[src/rtl/approx_seq_multiplier.sv]
// approx_seq_multiplier
// Four-step shift-and-add multiplier for 4-bit unsigned operands. Each step's
// addition is done by an external adder, which may be approximate. The adder
// is driven from add_in1/add_in2/add_sel/add_cin and must return add_sum
// combinationally in the same cycle.
//
// Register roles:
//   a_reg   multiplicand, captured at accept
//   u_reg   upper half of the running partial product
//   q_reg   multiplier bits, shifted right each step; the low product
//           bits enter from the top as they are produced
//   s_reg   approximation select, forwarded to the adder unchanged
//   cnt     step counter, 0..3
//
// When ZERO_GATE is set, a step whose multiplier bit is 0 does not use the
// adder at all. Both adder inputs are held at zero, which saves switching,
// and the step result is taken straight from u_reg. Any adder error on
// that step is therefore avoided.

module approx_seq_multiplier #(
    parameter int ZERO_GATE = 1
) (
    input  logic       clk,
    input  logic       rst_n,
    input  logic       start_valid,
    output logic       start_ready,
    input  logic [3:0] a,
    input  logic [3:0] b,
    input  logic [2:0] sel_cfg,
    output logic [3:0] add_in1,
    output logic [3:0] add_in2,
    output logic [2:0] add_sel,
    output logic       add_cin,
    input  logic [4:0] add_sum,
    output logic [7:0] prod,
    output logic       prod_valid,
    input  logic       prod_ready,
    output logic       busy
);

    typedef enum logic [1:0] {
        IDLE = 2'd0,
        RUN  = 2'd1,
        DONE = 2'd2
    } state_t;

    state_t      state;
    state_t      state_next;

    logic [3:0]  a_reg;
    logic [3:0]  u_reg;
    logic [3:0]  q_reg;
    logic [2:0]  s_reg;
    logic [1:0]  cnt;

    logic [7:0]  prod_reg;
    logic        prod_valid_reg;

    logic [3:0]  in1_comb;
    logic [3:0]  in2_comb;
    logic [4:0]  step_sum;

    logic        accept;
    logic        handshake;
    logic        last_step;

    // Handshake qualifiers. Each one is only meaningful in its own state, so
    // stray start_valid or prod_ready in the other states has no effect.
    assign accept    = (state == IDLE) && start_valid;
    assign handshake = (state == DONE) && prod_ready;
    assign last_step = (state == RUN) && (cnt == 2'd3);

    // Adder operand selection and step result. Outside RUN the adder inputs
    // are quiet, and step_sum is unused.
    always_comb begin
        in1_comb = 4'd0;
        in2_comb = 4'd0;
        step_sum = 5'd0;
        if (state == RUN) begin
            if (q_reg[0]) begin
                in1_comb = u_reg;
                in2_comb = a_reg;
                step_sum = add_sum;
            end else if (ZERO_GATE == 0) begin
                in1_comb = u_reg;
                in2_comb = 4'd0;
                step_sum = add_sum;
            end else begin
                in1_comb = 4'd0;
                in2_comb = 4'd0;
                step_sum = {1'b0, u_reg};
            end
        end
    end

    // Next-state logic. Each operation is strictly sequential:
    // IDLE -> RUN (four steps) -> DONE -> IDLE.
    always_comb begin
        state_next = state;
        case (state)
            IDLE: begin
                if (accept) begin
                    state_next = RUN;
                end
            end
            RUN: begin
                if (last_step) begin
                    state_next = DONE;
                end
            end
            DONE: begin
                if (handshake) begin
                    state_next = IDLE;
                end
            end
            default: begin
                state_next = IDLE;
            end
        endcase
    end

    // State register. Reset takes priority over every transition.
    always_ff @(posedge clk) begin
        if (!rst_n) begin
            state <= IDLE;
        end else begin
            state <= state_next;
        end
    end

    // Operand capture at accept, then one shift-and-add step per RUN cycle.
    // The carry-out of each step becomes the top of the new partial product.
    // Its low bit drops into q_reg as the multiplier bits shift out.
    always_ff @(posedge clk) begin
        if (!rst_n) begin
            a_reg <= 4'd0;
            u_reg <= 4'd0;
            q_reg <= 4'd0;
            s_reg <= 3'd0;
            cnt   <= 2'd0;
        end else if (accept) begin
            a_reg <= a;
            u_reg <= 4'd0;
            q_reg <= b;
            s_reg <= sel_cfg;
            cnt   <= 2'd0;
        end else if (state == RUN) begin
            u_reg <= step_sum[4:1];
            q_reg <= {step_sum[0], q_reg[3:1]};
            cnt   <= cnt + 2'd1;
        end
    end

    // Product register. The final step's result is assembled directly, so
    // prod is valid on the same edge that enters DONE. prod keeps its value
    // after the handshake. Only reset or the next completed operation
    // changes it.
    always_ff @(posedge clk) begin
        if (!rst_n) begin
            prod_reg       <= 8'd0;
            prod_valid_reg <= 1'b0;
        end else if (last_step) begin
            prod_reg       <= {step_sum[4:1], step_sum[0], q_reg[3:1]};
            prod_valid_reg <= 1'b1;
        end else if (handshake) begin
            prod_valid_reg <= 1'b0;
        end
    end

    assign start_ready = (state == IDLE);
    assign busy        = (state == RUN) || (state == DONE);
    assign add_in1     = in1_comb;
    assign add_in2     = in2_comb;
    assign add_sel     = s_reg;
    assign add_cin     = 1'b0;
    assign prod        = prod_reg;
    assign prod_valid  = prod_valid_reg;

endmodule

[config.mk]
export PLATFORM = sky130hd
export DESIGN_NAME = approx_seq_multiplier
export DESIGN_NICKNAME = d
export VERILOG_FILES = /design/src/rtl/approx_seq_multiplier.sv
export SDC_FILE = /design/constraint.sdc
export NUM_CORES = 1
export LEC_CHECK = 0
export BUFFER_PORTS_ARGS = -buffer_cell sky130_fd_sc_hd__clkbuf_2
export CAP_MARGIN = 25
export CORE_MARGIN = 10
export CORE_UTILIZATION = 25
export DETAILED_ROUTE_END_ITERATION = 8
export SYNTH_ARGS = -nofsm -noshare
export SYNTH_HDL_FRONTEND = slang
export SYNTH_SLANG_ARGS = --single-unit
[constraint.sdc]
create_clock -name clk -period 1.5 [get_ports clk]
set_input_delay 0.3 -clock clk [delete_from_list [all_inputs] [get_ports clk]]
set_output_delay 0.3 -clock clk [all_outputs]
set_load 0.02 [all_outputs]
==> out/results.tsv, run 1 <==
metric	value	unit
final_nets	220	
finish.instance_area	1840	sq um
drt_iter0_markers	76	
antenna_found_initial	0	
synth_top_area_share	43.7	%
ant_nets	0	
swShare	32.9	%
grt_overflow_total	0	
syn-cell-area	1280	sq um
dp.cells	254	
setup_viol	8	
path_clk_slew	0.09	ns
p_leak	0.880	nW
syn_to_final_growth	43.7	%
dp_slack	-0.000167	ns
fmax	0.651	GHz
grt_max_degree	16	
ys_top_cells_by_area	dfxtp_1 44%, nand2_1 11%, mux2i_1 7.8%, a21boi_0 7.0%, ha_1 5.8%	
holdPathEnd	add_sel[0]	
hp-start	sel_cfg[0]	
final.setup.worst_slack	-0.0371	ns
fin_cells	263	
synth_fp_nets	171	
internal-power	0.00171	W
dpl_cell_area	1610	sq um
numCtsBuffers	3	
clock_sinks	28	
ioPinCount	43	
ff_latch_area	566	sq um
largest_register_ffs	8	
die_x	91.7	microns
vias	1104	
grtUsageTotal	7.55	%
n_fill_cell	520	
final_cell_mix	37 x nand2_1, 32 x clkbuf_2, 26 x dfxtp_1, 12 x a21boi_0, 11 x buf_4	
reg2regPathDepth	5	
cp.required	1.20	ns
finalHoldViolCount	0	
timing.rr.end	state[1]	
clkPwrFrac	18.1	%
netSwitchingPower	0.000838	W
drt-total-wl	3190	microns
cts_root_buf	clkbuf_8	
drive_gt1_share	34.7	%
hold_class	in2reg	
rows	26	
ys_ff_latch	28	
first_pass_iters	4	
clock_latency	0.27	ns
crit_fanout	10	
arrival	1.24	ns
gp_congestion	0.737	
power_frac_comb	44.5	%
syn_area_per_cell	8.85	sq um
htree_levels	1	
tritoncts	done	
p_per_area	1380	nW/um^2
p_seq_share	37.5	%
ys_types	24	
total_power	0.00255	W
violations	negative setup slack	
critPathLaunchType	flop	
grt_pass1_wl	5280	microns
post-route-min-period	1.54	ns
die_y	91.7	microns
reg2reg_slack	0.08	ns
layout_commonest_cell	nand2_1	
slew_viol_final	0	
worstSetupPathType	reg2out	
vdd_ir_drop_max	0.903	mV
post_drt_via_cell_ratio	4.20	
worst_clock_skew	0.00251	ns
multiInputGateArea	686	sq um
rsz0062_at_grt	true	
die_area	8400	sq um
n_antenna_cell	0	
drv_cap	0	
wl_per_cell	12.1	microns
numPortBuffers	41	
clk_path_buf_depth	2	
regToRegStartpoint	state[0]	
yosysSeqAreaShare	43.7	%
core	5040	sq um
netlist_instances	145	
grt_pass1_vias	1085	
outcome	complete, but fails checks	
hpwl	2480	microns
cts_hold_buf	0	
initial_utilization	25.5	%
synth_top_cell_by_area	dfxtp_1	
fin_util	36.6	%
crit_path_end_kind	primary output	
ys_warn_count	0	
min_path_cells	3	
finalCritPeriodShare	102	%
drcViolationCount	0	
-- layer usage --
layer	track usage, %	vias up	part of all wire [%]
met1	8.90	499	45
met2	12.4	22	49
li1	-	579	-
met3	2.85	4	5.3
met5	0	-	0
met4	2.35	0	0.97
-- worst max-delay path: stages, from the launching register on --
cell and delay, ns:
dfxtp_2 0.34, inv_2 0.05, ha_4 0.16, buf_12 0.13, and3_4 0.16, buf_8 0.12
-- stage by stage --
step | setup TNS (ns) | hold slack (ns)
finish | -0.195 | 0.245
CTS | -0.452 | 0.243
global placement | 0 | 0.447
global route | -0.543 | 0.248
detailed placement | -0.000167 | 0.455
floorplan | 0 | 0.439
-- power groups by stage --
stage,combinational (W),clock (W),sequential [W]
final,0.00113,0.000460,0.000954
after global routing,0.00124,0.000510,0.000970
after CTS,0.00112,0.000480,0.000948
after detailed placement,0.000884,0,0.000958
after global placement,0.000877,0,0.000954
after floorplan,0.000617,0,0.000953
-- kinds of logic (layout without fill, tap and decap cells) --
kind of cell | Yosys count | in the layout | synth area share (%)
and+or+nand+nor | 57 | 57 | 19.2
adders and majority gates | 6 | 6 | 5.85
muxes | 10 | 10 | 7.80
AOI/OAI and AO/OA | 26 | 26 | 16.5
buffers and inverters | 16 | 64 | 6.04
DFF | 28 | 28 | 43.7
other | 1 | 1 | 0.292
xor gates and xnor gates | 1 | 1 | 0.682
-- Yosys cell counts --
cell / count
and2_1: 2
nand3_1: 2
xnor2_1: 1
a222oi_1: 1
inv_1: 5
nand2b_1: 1
buf_1: 1
buf_6: 1
clkbuf_1: 5
and3_1: 8
mux2i_1: 10
o211a_1: 7
a21oi_1: 2
buf_2: 2
nor2_1: 6
nor2b_1: 1
a21boi_0: 12
nand2_1: 37
dfxtp_1: 28
buf_4: 2
conb_1: 1
ha_1: 6
a211oi_1: 3
a211o_1: 1
-- layout make-up --
| cell class | instances | share of cell area [%] |
|---|---|---|
| Multi-Input combinational cell | 101 | 37.2 |
| Sequential cell | 28 | 30.7 |
| Timing Repair Buffer | 55 | 23.4 |
| Tap cell | 70 | 4.75 |
| Clock buffer | 4 | 2.99 |
| Inverter | 5 | 1.02 |
-- repair_timing --
action | CTS | global route
setup endpoints to repair | 11 | 11
cloned | 1 | 0
resized for setup | 15 | 22
pin swaps | 2 | 1
buffers inserted | 4 | 0
-- how the worst max path moves through the flow --
stage                         from         end  slack [ns]
after global routing      state[1]  add_in1[0]       -0.08
after detailed placement  state[0]    state[1]     -0.0002
final                     state[1]  add_in1[3]       -0.04
after global placement    state[0]    state[1]        0.05
after floorplan           state[1]  add_in1[0]        0.01
after CTS                 state[1]  add_in1[3]       -0.07
Power figures use the tool's default switching activity.
==> run 2: changes to the inputs <==
==> constraint.sdc (replaced) <==
create_clock -name clk -period 1.8 [get_ports clk]
set_input_delay 0.36 -clock clk [delete_from_list [all_inputs] [get_ports clk]]
set_output_delay 0.36 -clock clk [all_outputs]
set_load 0.02 [all_outputs]
==> out/results.tsv, run 2 (same netlist as run 1, synthesis figures left out) <==
metric	value	unit
outcome	finished clean	
drcViolationCount	0	
post-route-min-period	1.69	ns
final_nets	212	
initial_utilization	25.5	%
cts_root_buf	clkbuf_8	
n_fill_cell	551	
holdPathEnd	add_sel[2]	
drt-total-wl	3220	microns
post_drt_via_cell_ratio	4.20	
final_cell_mix	41 x clkbuf_2, 37 x nand2_1, 28 x dfxtp_1, 12 x a21boi_0, 10 x mux2i_1	
cts_hold_buf	0	
vdd_ir_drop_max	0.590	mV
drive_gt1_share	28.1	%
core	5040	sq um
die_y	91.7	microns
ff_latch_area	561	sq um
reg2regPathDepth	5	
clock_sinks	28	
hold_class	in2reg	
min_path_cells	3	
multiInputGateArea	658	sq um
grt_overflow_total	0	
final.setup.worst_slack	0.114	ns
setup_viol	0	
reg2reg_slack	0.22	ns
rsz0062_at_grt	false	
drv_cap	0	
post_cts_buffers	0	
n_antenna_cell	0	
clk_path_buf_depth	2	
antenna_found_initial	0	
critPathLaunchType	flop	
hpwl	2540	microns
worst_clock_skew	0.00763	ns
htree_levels	1	
die_x	91.7	microns
crit_path_end_kind	primary output	
arrival	1.33	ns
wl_per_cell	12.6	microns
fin_util	32.3	%
finalCritPeriodShare	93.7	%
grtUsageTotal	7.77	%
largest_register_ffs	8	
first_pass_iters	4	
numPortBuffers	41	
ioPinCount	43	
tritoncts	done	
path_clk_slew	0.09	ns
drt_iter0_markers	72	
layout_commonest_cell	clkbuf_2	
worst_pin_slew	0.512	ns
die_area	8400	sq um
hp-start	sel_cfg[2]	
finalHoldViolCount	0	
p_leak	0.807	nW
grt_pass1_vias	1149	
gp_congestion	0.719	
p_per_area	1150	nW/um^2
syn_to_final_growth	27.0	%
grt_max_degree	17	
crit_fanout	14	
relSlewSlack	65.8	%
whs	0.304	ns
slew_viol_final	0	
dp_slack	0.165	ns
grt_pass1_wl	5420	microns
worstSetupPathType	reg2out	
cp.required	1.44	ns
crit_start	state[1]	
vias	1072	
fmax	0.593	GHz
clock_latency	0.28	ns
regToRegStartpoint	state[0]	
setup_tns	0	ns
timing.rr.end	q_reg[3]	
rows	26	
ant_nets	0	
numCtsBuffers	3	
-- run 2: changes by cell type in the layout (fill, tap and decap cells not counted), sizes merged --
cell / change
clkbuf: +9
buf: -16
bufbuf: -1
-- run 2: area by class of cell --
type                    instances  area share [%]
well taps                      70            5.37
repair buffers                 47            15.3
flip-flops and latches         28            34.4
inverters                       5            1.15
clock buffers                   4            3.38
multi-input cells             101            40.4
-- run 2: how the worst max path moves through the flow --
| stage | slack [ns] | end |
|---|---|---|
| after floorplan | 0.26 | add_in1[0] |
| after global placement | 0.18 | add_in2[3] |
| after detailed placement | 0.16 | state[1] |
| after CTS | 0.08 | add_in2[0] |
| after global routing | 0.01 | add_in2[2] |
| final | 0.11 | add_in2[0] |
-- run 2: stage by stage --
| step | instances | instance area, sq um | total power, W |
|---|---|---|---|
| floorplan | 145 | 1280 | 0.00130 |
| global placement | 251 | 1560 | 0.00147 |
| detailed placement | 251 | 1560 | 0.00148 |
| CTS | 255 | 1630 | 0.00190 |
| global route | 255 | 1630 | 0.00202 |
| finish | 255 | 1630 | 0.00187 |
-- run 2: timing repair --
action | 4_1_cts | 5_1_grt
hold endpoints to repair | 0 | 0
gates resized for setup | 2 | 0
setup endpoints to repair | 8 | 0
-- run 2: layer usage --
metal / up-vias / track usage [%] / wire length, microns
met5: - / 0 / 0
met4: 0 / 2.74 / 20
met3: 2 / 2.44 / 144
met2: 17 / 13.1 / 1550
met1: 486 / 9.04 / 1510
li1: 567 / - / -
-- run 2: power breakdown --
part           internal [W]  switching [W]
Sequential         0.000718      0.0000963
Clock              0.000196       0.000199
Combinational      0.000291       0.000368
Total               0.00120       0.000664
-- run 2: worst max-delay path, cell delays in order (launching register included) --
cell	delay (ns)
dfxtp_1	0.33
inv_1	0.15
ha_4	0.23
and3_1	0.17
clkbuf_2	0.17
==> run 3: changes to the inputs <==
--- a/config.mk
+++ b/config.mk
@@ -10,6 +10,8 @@
 export CORE_MARGIN = 10
 export CORE_UTILIZATION = 25
 export DETAILED_ROUTE_END_ITERATION = 8
+export MAX_ROUTING_LAYER = met4
+export REMOVE_ABC_BUFFERS = 1
 export SYNTH_ARGS = -nofsm -noshare
 export SYNTH_HDL_FRONTEND = slang
 export SYNTH_SLANG_ARGS = --single-unit
==> out/results.tsv, run 3 (same netlist as run 1, synthesis figures left out) <==
metric	value	unit
outcome	finished clean	
cts_root_buf	clkbuf_8	
crit_start	state[1]	
drt_iter0_markers	48	
regToRegStartpoint	state[1]	
clk_path_buf_depth	2	
drcViolationCount	0	
htree_levels	1	
grtUsageTotal	7.80	%
initial_utilization	25.5	%
path_clk_slew	0.10	ns
die_y	91.7	microns
cp.required	1.44	ns
grt_pass1_wl	5240	microns
worst_clock_skew	0.00199	ns
hpwl	2510	microns
tritoncts	done	
p_leak	0.822	nW
core	5040	sq um
antenna_found_initial	0	
fin_util	33.3	%
arrival	1.34	ns
worstSetupPathType	reg2out	
numPortBuffers	41	
post-route-min-period	1.70	ns
drive_gt1_share	29.3	%
cts_hold_buf	0	
drt-total-wl	3260	microns
slew_viol_final	0	
fmax	0.587	GHz
syn_to_final_growth	30.6	%
finalHoldViolCount	0	
crit_path_end_kind	primary output	
first_pass_iters	4	
critPathLaunchType	flop	
vdd_ir_drop_max	0.440	mV
grt_overflow_total	0	
p_per_area	1210	nW/um^2
setup_tns	0	ns
vias	1094	
finalCritPeriodShare	94.7	%
gp_congestion	0.777	
clock_sinks	28	
clock_latency	0.27	ns
post_cts_buffers	0	
numCtsBuffers	3	
ant_nets	0	
ioPinCount	43	
rows	26	
post_drt_via_cell_ratio	4.31	
die_area	8400	sq um
worst_pin_slew	0.520	ns
setup_viol	0	
relSlewSlack	65.4	%
final_cell_mix	37 x nand2_1, 37 x clkbuf_2, 26 x dfxtp_1, 12 x a21boi_0, 10 x mux2i_1	
final_nets	211	
largest_register_ffs	8	
grt_max_degree	27	
n_antenna_cell	0	
crit_fanout	13	
rsz0062_at_grt	false	
grt_pass1_vias	1109	
die_x	91.7	microns
hp-start	a[3]	
wl_per_cell	12.8	microns
drv_cap	0	
hold_class	in2reg	
==> run 3: where the power goes <==
| part | internal [W] | leakage [nW] | switching, W |
|---|---|---|---|
| Combinational | 0.000337 | 0.557 | 0.000392 |
| Sequential | 0.000722 | 0.229 | 0.0000813 |
| Clock | 0.000298 | 0.0357 | 0.000202 |
==> run 3: metrics by stage <==
stage,hold slack (ns),cell area [sq um],cells,power (W),worst slack [ns]
4_1_cts,0.301,1640,253,0.00199,0.00162
3_3_place_gp,0.450,1560,249,0.00147,0.202
5_1_grt,0.298,1680,254,0.00216,0.0163
2_1_floorplan,0.439,1220,134,0.00125,0.0853
3_5_place_dp,0.454,1560,249,0.00148,0.154
6_report,0.306,1680,254,0.00203,0.0961
==> run 3: worst paths after layout <==
kind	endpoint	slack (ns)	depth (start not counted)
setup / recovery	add_in2[3]	0.1	5
hold / removal	a_reg[3]	0.31	3
setup reg to reg	state[1]	0.23	5
hold reg to reg	a_reg[1]	0.46	2
==> run 3: final cells by class <==
type                       instances  area (sq um)
timing repair buffer              46           278
inverter                           5          18.8
fill                             554          3370
multi-input combinational        101           658
tap                               70          87.6
clock buffer                       3          41.3
sequential                        28           563
clock inverter                     1          30.0
==> run 3: timing repair <==
item	in CTS	in global routing
endpoints found under the setup margin	8	8
resized for setup	3	7
gates cloned	0	1
==> run 3: worst max-delay path: stages, from the launching register on <==
cell and delay, ns:
dfxtp_2 0.34, inv_2 0.10, ha_4 0.17, buf_12 0.13
and3_1 0.16, clkbuf_4 0.17
==> run 3: routing by layer <==
metal | vias up | routed length (microns) | track usage (%)
li1 | 563 | - | -
met1 | 506 | 1480 | 9.37
met2 | 23 | 1650 | 12.6
met3 | 2 | 116 | 1.87
met4 | 0 | 14 | 2.35
met5 | - | 0 | -
